<file path="config.mk">
export PLATFORM = sky130hd
export DESIGN_NAME = pipe_stage_reg
export DESIGN_NICKNAME = d
export VERILOG_FILES = /design/src/rtl/pipe_stage_reg.sv
export SDC_FILE = /design/constraint.sdc
export NUM_CORES = 1
export LEC_CHECK = 0
export ABC_AREA = 1
export BUFFER_PORTS_ARGS = -buffer_cell sky130_fd_sc_hd__clkbuf_2
export CELL_PAD_IN_SITES_DETAIL_PLACEMENT = 1
export CELL_PAD_IN_SITES_GLOBAL_PLACEMENT = 2
export CORE_UTILIZATION = 35
export DETAILED_ROUTE_END_ITERATION = 16
export GPL_TIMING_DRIVEN = 0
export PLACE_DENSITY = 0.89
export SYNTH_ARGS = -nofsm -noshare
export SYNTH_HDL_FRONTEND = slang
export SYNTH_SLANG_ARGS = --single-unit
export TNS_END_PERCENT = 30
</file>
<file path="constraint.sdc">
create_clock -name clock -period 2.65 [get_ports clock]
set_input_delay 0.1325 -clock clock [delete_from_list [all_inputs] [get_ports clock]]
set_output_delay 0.1325 -clock clock [all_outputs]
set_load 0.02 [all_outputs]
</file>
<file path="src/rtl/pipe_stage_reg.sv">
// pipe_stage_reg: DEPTH-deep chain of registered pipeline stages with a
// valid/ready handshake on each end. Stages advance whenever the stage
// ahead of them can accept, so bubbles collapse and stalls back-pressure
// cleanly. A synchronous flush squashes every stage, and the registered
// occupancy count is exported for hazard and debug logic.
//
// The ready chain is combinational from out_ready to in_ready. The data
// path is fully registered: there is no combinational path from data_ip
// to data_op.

module pipe_stage_reg #(
   parameter int unsigned           DATA_WIDTH  = 32,
   parameter int unsigned           DEPTH       = 2,
   parameter logic [DATA_WIDTH-1:0] RESET_VALUE = '0,
   // Derived width of the occupancy output; leave at its default.
   parameter int unsigned           CNT_WIDTH   = $clog2(DEPTH + 1)
) (
   input  logic                  clock,
   input  logic                  reset,      // asynchronous, active low
   input  logic                  flush,
   input  logic                  in_valid,
   output logic                  in_ready,
   input  logic [DATA_WIDTH-1:0] data_ip,
   output logic                  out_valid,
   input  logic                  out_ready,
   output logic [DATA_WIDTH-1:0] data_op,
   output logic [CNT_WIDTH-1:0]  occupancy
);

   // A zero-depth or zero-width pipe has no meaning; stop elaboration.
   if (DEPTH < 1) begin : g_depth_check
      $error("pipe_stage_reg: DEPTH must be at least 1");
   end
   if (DATA_WIDTH < 1) begin : g_width_check
      $error("pipe_stage_reg: DATA_WIDTH must be at least 1");
   end

   // -----------------------------------------------------------------
   // Stage state
   // -----------------------------------------------------------------
   logic [DEPTH-1:0]      valid_q, valid_d;
   logic [DATA_WIDTH-1:0] data_q [DEPTH];
   logic [DATA_WIDTH-1:0] data_d [DEPTH];
   logic [CNT_WIDTH-1:0]  occ_q, occ_d;

   // adv[i] = 1 when stage i may load this cycle; adv[DEPTH] is the
   // downstream consumer.
   logic [DEPTH:0]        adv;

   // What each stage would load if it advances: the previous stage's
   // contents, or the upstream handshake for stage 0.
   logic [DEPTH-1:0]      in_v;
   logic [DATA_WIDTH-1:0] in_data [DEPTH];

   // -----------------------------------------------------------------
   // Acceptance chain: a stage can load when it is empty or when the
   // stage ahead of it is itself able to move on.
   // -----------------------------------------------------------------
   always_comb begin
      // NOTE: every variable in a combinational block gets a default
      // before any conditional code, so no path can infer a latch.
      adv        = '0;
      adv[DEPTH] = out_ready;
      for (int i = int'(DEPTH) - 1; i >= 0; i--) begin
         adv[i] = ~valid_q[i] | adv[i+1];
      end
   end

   // Upstream handshake is refused while squashing so that nothing is
   // half-accepted in a flush cycle.
   assign in_ready = adv[0] & ~flush;

   // Source selection for each stage: stage 0 takes the upstream word,
   // every later stage takes its predecessor.
   always_comb begin
      in_v       = '0;
      in_v[0]    = in_valid & in_ready;
      in_data[0] = data_ip;
      for (int i = 1; i < int'(DEPTH); i++) begin
         in_v[i]    = valid_q[i-1];
         in_data[i] = data_q[i-1];
      end
   end

   // Next-state: flush clears all valid bits and leaves data alone;
   // otherwise each advancing stage takes its source, and data is only
   // overwritten by a real word so bubbles never disturb data_op.
   always_comb begin
      valid_d = valid_q;
      data_d  = data_q;
      occ_d   = '0;
      if (flush) begin
         valid_d = '0;
      end else begin
         for (int i = 0; i < int'(DEPTH); i++) begin
            if (adv[i]) begin
               valid_d[i] = in_v[i];
               if (in_v[i]) begin
                  data_d[i] = in_data[i];
               end
            end
         end
      end
      // Occupancy is the popcount of the next valid vector, so the
      // registered count moves on the same edge as the valid bits.
      for (int i = 0; i < int'(DEPTH); i++) begin
         occ_d = occ_d + CNT_WIDTH'(valid_d[i]);
      end
   end

   // Valid bits, occupancy and stage data registers.
   always_ff @(posedge clock or negedge reset) begin
      if (!reset) begin
         // NOTE: sequential state uses non-blocking assignments only, so
         // every flop samples the values from before this edge.
         valid_q <= '0;
         occ_q   <= '0;
         // NOTE: the data registers are reset too: data_op must read
         // RESET_VALUE during reset, not whatever the last word was.
         for (int i = 0; i < int'(DEPTH); i++) begin
            data_q[i] <= RESET_VALUE;
         end
      end else begin
         valid_q <= valid_d;
         occ_q   <= occ_d;
         data_q  <= data_d;
      end
   end

   // -----------------------------------------------------------------
   // Outputs
   // -----------------------------------------------------------------
   assign out_valid = valid_q[DEPTH-1] & ~flush;
   assign data_op   = data_q[DEPTH-1];
   assign occupancy = occ_q;

   // -----------------------------------------------------------------
   // Invariants
   // -----------------------------------------------------------------
`ifndef SYNTHESIS
   // The count never exceeds the number of stages.
   a_occ_range : assert property (@(posedge clock) disable iff (!reset)
      occ_q <= CNT_WIDTH'(DEPTH));

   // The registered count always agrees with the valid bits.
   a_occ_match : assert property (@(posedge clock) disable iff (!reset)
      int'(occ_q) == $countones(valid_q));

   // A stalled output word is held stable until it is taken.
   a_hold_stall : assert property (@(posedge clock) disable iff (!reset)
      (out_valid && !out_ready) |=> $stable(data_op));
`endif

endmodule

</file>
==> results.yml <==
status:
  outcome: "completed"
synthesis:
  synth_cells: 326
  synth-xor-area-share_pct: 0
  ys_warn_count: 0
  syn_area_mm2: 0.00309
  synth_nets: 364
  muxShareOfSynthArea_pct: 0
  synth_top_family_by_area: "simple AND/OR/NAND/NOR gates"
  synth_compound_area_share_pct: 7.08
  syn_area_per_cell_um2: 9.49
  synthSimpleGateAreaFrac_pct: 20.3
  ys_ff_latch: 68
  synthAdderAreaFrac_pct: 0.405
  ys_seq_area_share_pct: 55.0
  synth_cell_types: 16
cells_and_area:
  final_util_pct: 45.5
  fin_nets: 449
  regArea_mm2: 0.00170
  area_growth_pct: 23.4
  fillers: 1014
  multi_input_area_um2: 860
  instances_no_fill: 521
  n_antenna_cell: 0
  drive_above_1_share_pct: 36.8
die:
  initial_core_util_pct: 36.9
  die_y_um: 96.0
  core_area_mm2: 0.00838
  fp.dieW_um: 96.0
  die-area_mm2: 0.00922
  row_count: 33
  ios: 73
sta:
  final.setup.tns_ps: 0
  period_share_pct: 61.0
  holdWs_ps: 21.3
  setup-violations-final: 0
  rsz0062_at_grt: "false"
  fin_skew_ps: 9.13
  max_freq_ghz: 0.618
  tightest_slew_ps: 478
  relSlewSlack_pct: 68.1
  hold_viol: 0
  slew_violations: 0
  post-route-min-period_ps: 1620
detailed_routing:
  dr.pass1.iters: 4
  ant_nets: 0
  vias: 2344
  drt_wl_total_um: 6880
  drt_first_iter_violations: 105
  drc_errors: 0
  viasPerCell: 4.50
  avgRoutedWirePerCell_um: 13.2
run:
  maxCapViolations: 0
power_and_ir_drop:
  power_density_mw_per_mm2: 731
  power.leakage_nw: 2.09
  irDropWorstVdd_mv: 0.250
  finalPower_w: 0.00279
cts:
  insertion_delay_ps: 350
  htreeDepth: 3
  cts_tree: "built"
  cts.sinks: 68
  cts_buffer_depth: 2
  clock-root-buffer: "clkbuf_8"
  numCtsBuffers: 9
  postCtsSetupBuffers: 0
  clkTransAtPathRegs_ps: 80
critical_path:
  r2r_setup_slack_ps: 1260
  crit_path_end_kind: "primary output"
  cp-startpoint: "valid_q[0]"
  critPathRequiredTime_ps: 2520
  cp_max_fo: 10
  worstSetupPathType: "reg2out"
  arrival_ps: 1480
  r2r-start: "valid_q[0]"
  startpoint_type: "flop"
  reg2reg_depth: 4
  r2r_end: "occupancy[0]"
min_path:
  hold_start: "data_ip[30]"
  worstHoldPathCells: 3
  hp-class: "in2reg"
  whs_endpoint: "data_q[62]"
grt:
  grt_max_degree: 65
  grt_pass1_wl_um: 11300
  antenna_found_initial: 0
  grt_pass1_vias: 2323
  grt_use_total_pct: 16.8
  grt-ovfl-total: 0
place:
  hpwlAfterDp_um: 4930
  io_buffers: 71
  dp.cells: 503
  gp_congestion: 0.749
==> cells by family (layout without fill, tap and decap cells) <==
| logic type | Yosys count | in the layout |
|---|---|---|
| adders and majority gates | 1 | 1 |
| DFF | 68 | 68 |
| and+or+nand+nor | 135 | 135 |
| buffers and inverters | 88 | 178 |
| AOI/OAI and AO/OA | 34 | 34 |
==> critical path, stage by stage, from the launching register on <==
cell,delay (ps)
dfrtp_1,440
nand3_4,170
buf_2,240
nand2_1,70
inv_1,60
clkbuf_2,160
==> power breakdown <==
part	internal [W]	total (W)	switching (W)
Sequential	0.00120	0.00130	0.0000925
Clock	0.000390	0.000790	0.000400
Combinational	0.000321	0.000704	0.000383
Total	0.00192	0.00279	0.000876
==> placed cells by master, fill, tap and decap left out <==
| cell | instances |
|---|---|
| inv_1 | 36 |
| a21oi_1 | 1 |
| nand3_4 | 3 |
| clkbuf_2 | 70 |
| nand4_1 | 32 |
| clkbuf_8 | 11 |
| dfrtp_1 | 68 |
| o21ai_0 | 1 |
| buf_4 | 33 |
| o21ai_1 | 19 |
| buf_2 | 6 |
| dlygate4sd3_1 | 2 |
| ha_1 | 1 |
| inv_4 | 1 |
| clkinv_4 | 1 |
| clkinvlp_4 | 3 |
| buf_1 | 3 |
| nand2_1 | 99 |
| buf_16 | 1 |
| o21ai_2 | 13 |
| nor2_1 | 1 |
| buf_6 | 9 |
| clkinv_2 | 1 |
| clkbuf_4 | 1 |
==> state kept, by name, indices dropped and copies added, names as in the netlist <==
register / cells
occupancy: 2
data_op: 32
data_q: 32
valid_q: 2
==> cell usage after synthesis <==
cell type,n,share of area (%)
nor2_1,1,0.12
inv_1,36,4.4
nand2_1,99,12
buf_2,6,0.97
nand3_4,3,1.7
o21ai_2,13,3.7
a21oi_1,1,0.16
nand4_1,32,6.5
dfrtp_1,68,55
o21ai_1,19,3.1
o21ai_0,1,0.16
buf_1,3,0.36
inv_4,1,0.20
buf_6,9,3.3
buf_4,33,8.0
ha_1,1,0.40
==> routing by layer <==
| layer | vias to the layer above | part of all wire [%] | wire, µm | GRT usage, % |
|---|---|---|---|---|
| met3 | 9 | 3.5 | 240 | 4.19 |
| met5 | - | 0 | 0 | 0 |
| met4 | 0 | 2.0 | 137 | 7.84 |
| li1 | 1178 | - | - | - |
| met1 | 1105 | 47 | 3240 | 21.8 |
| met2 | 52 | 47 | 3270 | 26.4 |
==> area by class of cell <==
| class | count | share of cell area [%] |
|---|---|---|
| buffer | 51 | 10.2 |
| sequential | 68 | 44.6 |
| tap | 105 | 3.44 |
| timing repair buffer | 74 | 10.6 |
| clock inverter | 5 | 0.951 |
| inverter | 37 | 3.70 |
| clock buffer | 11 | 3.97 |
| multi-input combinational | 170 | 22.5 |
==> per-stage QoR <==
step	cell area, µm²	setup WS [ps]
after floorplan	3090	1390
after global placement	3580	924
after detailed placement	3610	1250
after CTS	3820	994
after global routing	3820	923
final	3820	1030
==> timing repair <==
action | 4_1_cts | 5_1_grt
setup endpoints to repair | 0 | 0
endpoints found under the hold margin | 69 | 0
hold buffers | 2 | 0
resized for setup | 0 | 0
==> how the worst max path moves through the flow <==
stage | end | slack [ps] | depth (start not counted)
6_report | in_ready | 1030 | 5
5_1_grt | in_ready | 920 | 5
4_1_cts | in_ready | 990 | 5
3_5_place_dp | occupancy[0] | 1250 | 4
3_3_place_gp | data_q[59] | 920 | 1
2_1_floorplan | occupancy[0] | 1390 | 4
No activity file was read; power rests on OpenSTA's default activity.
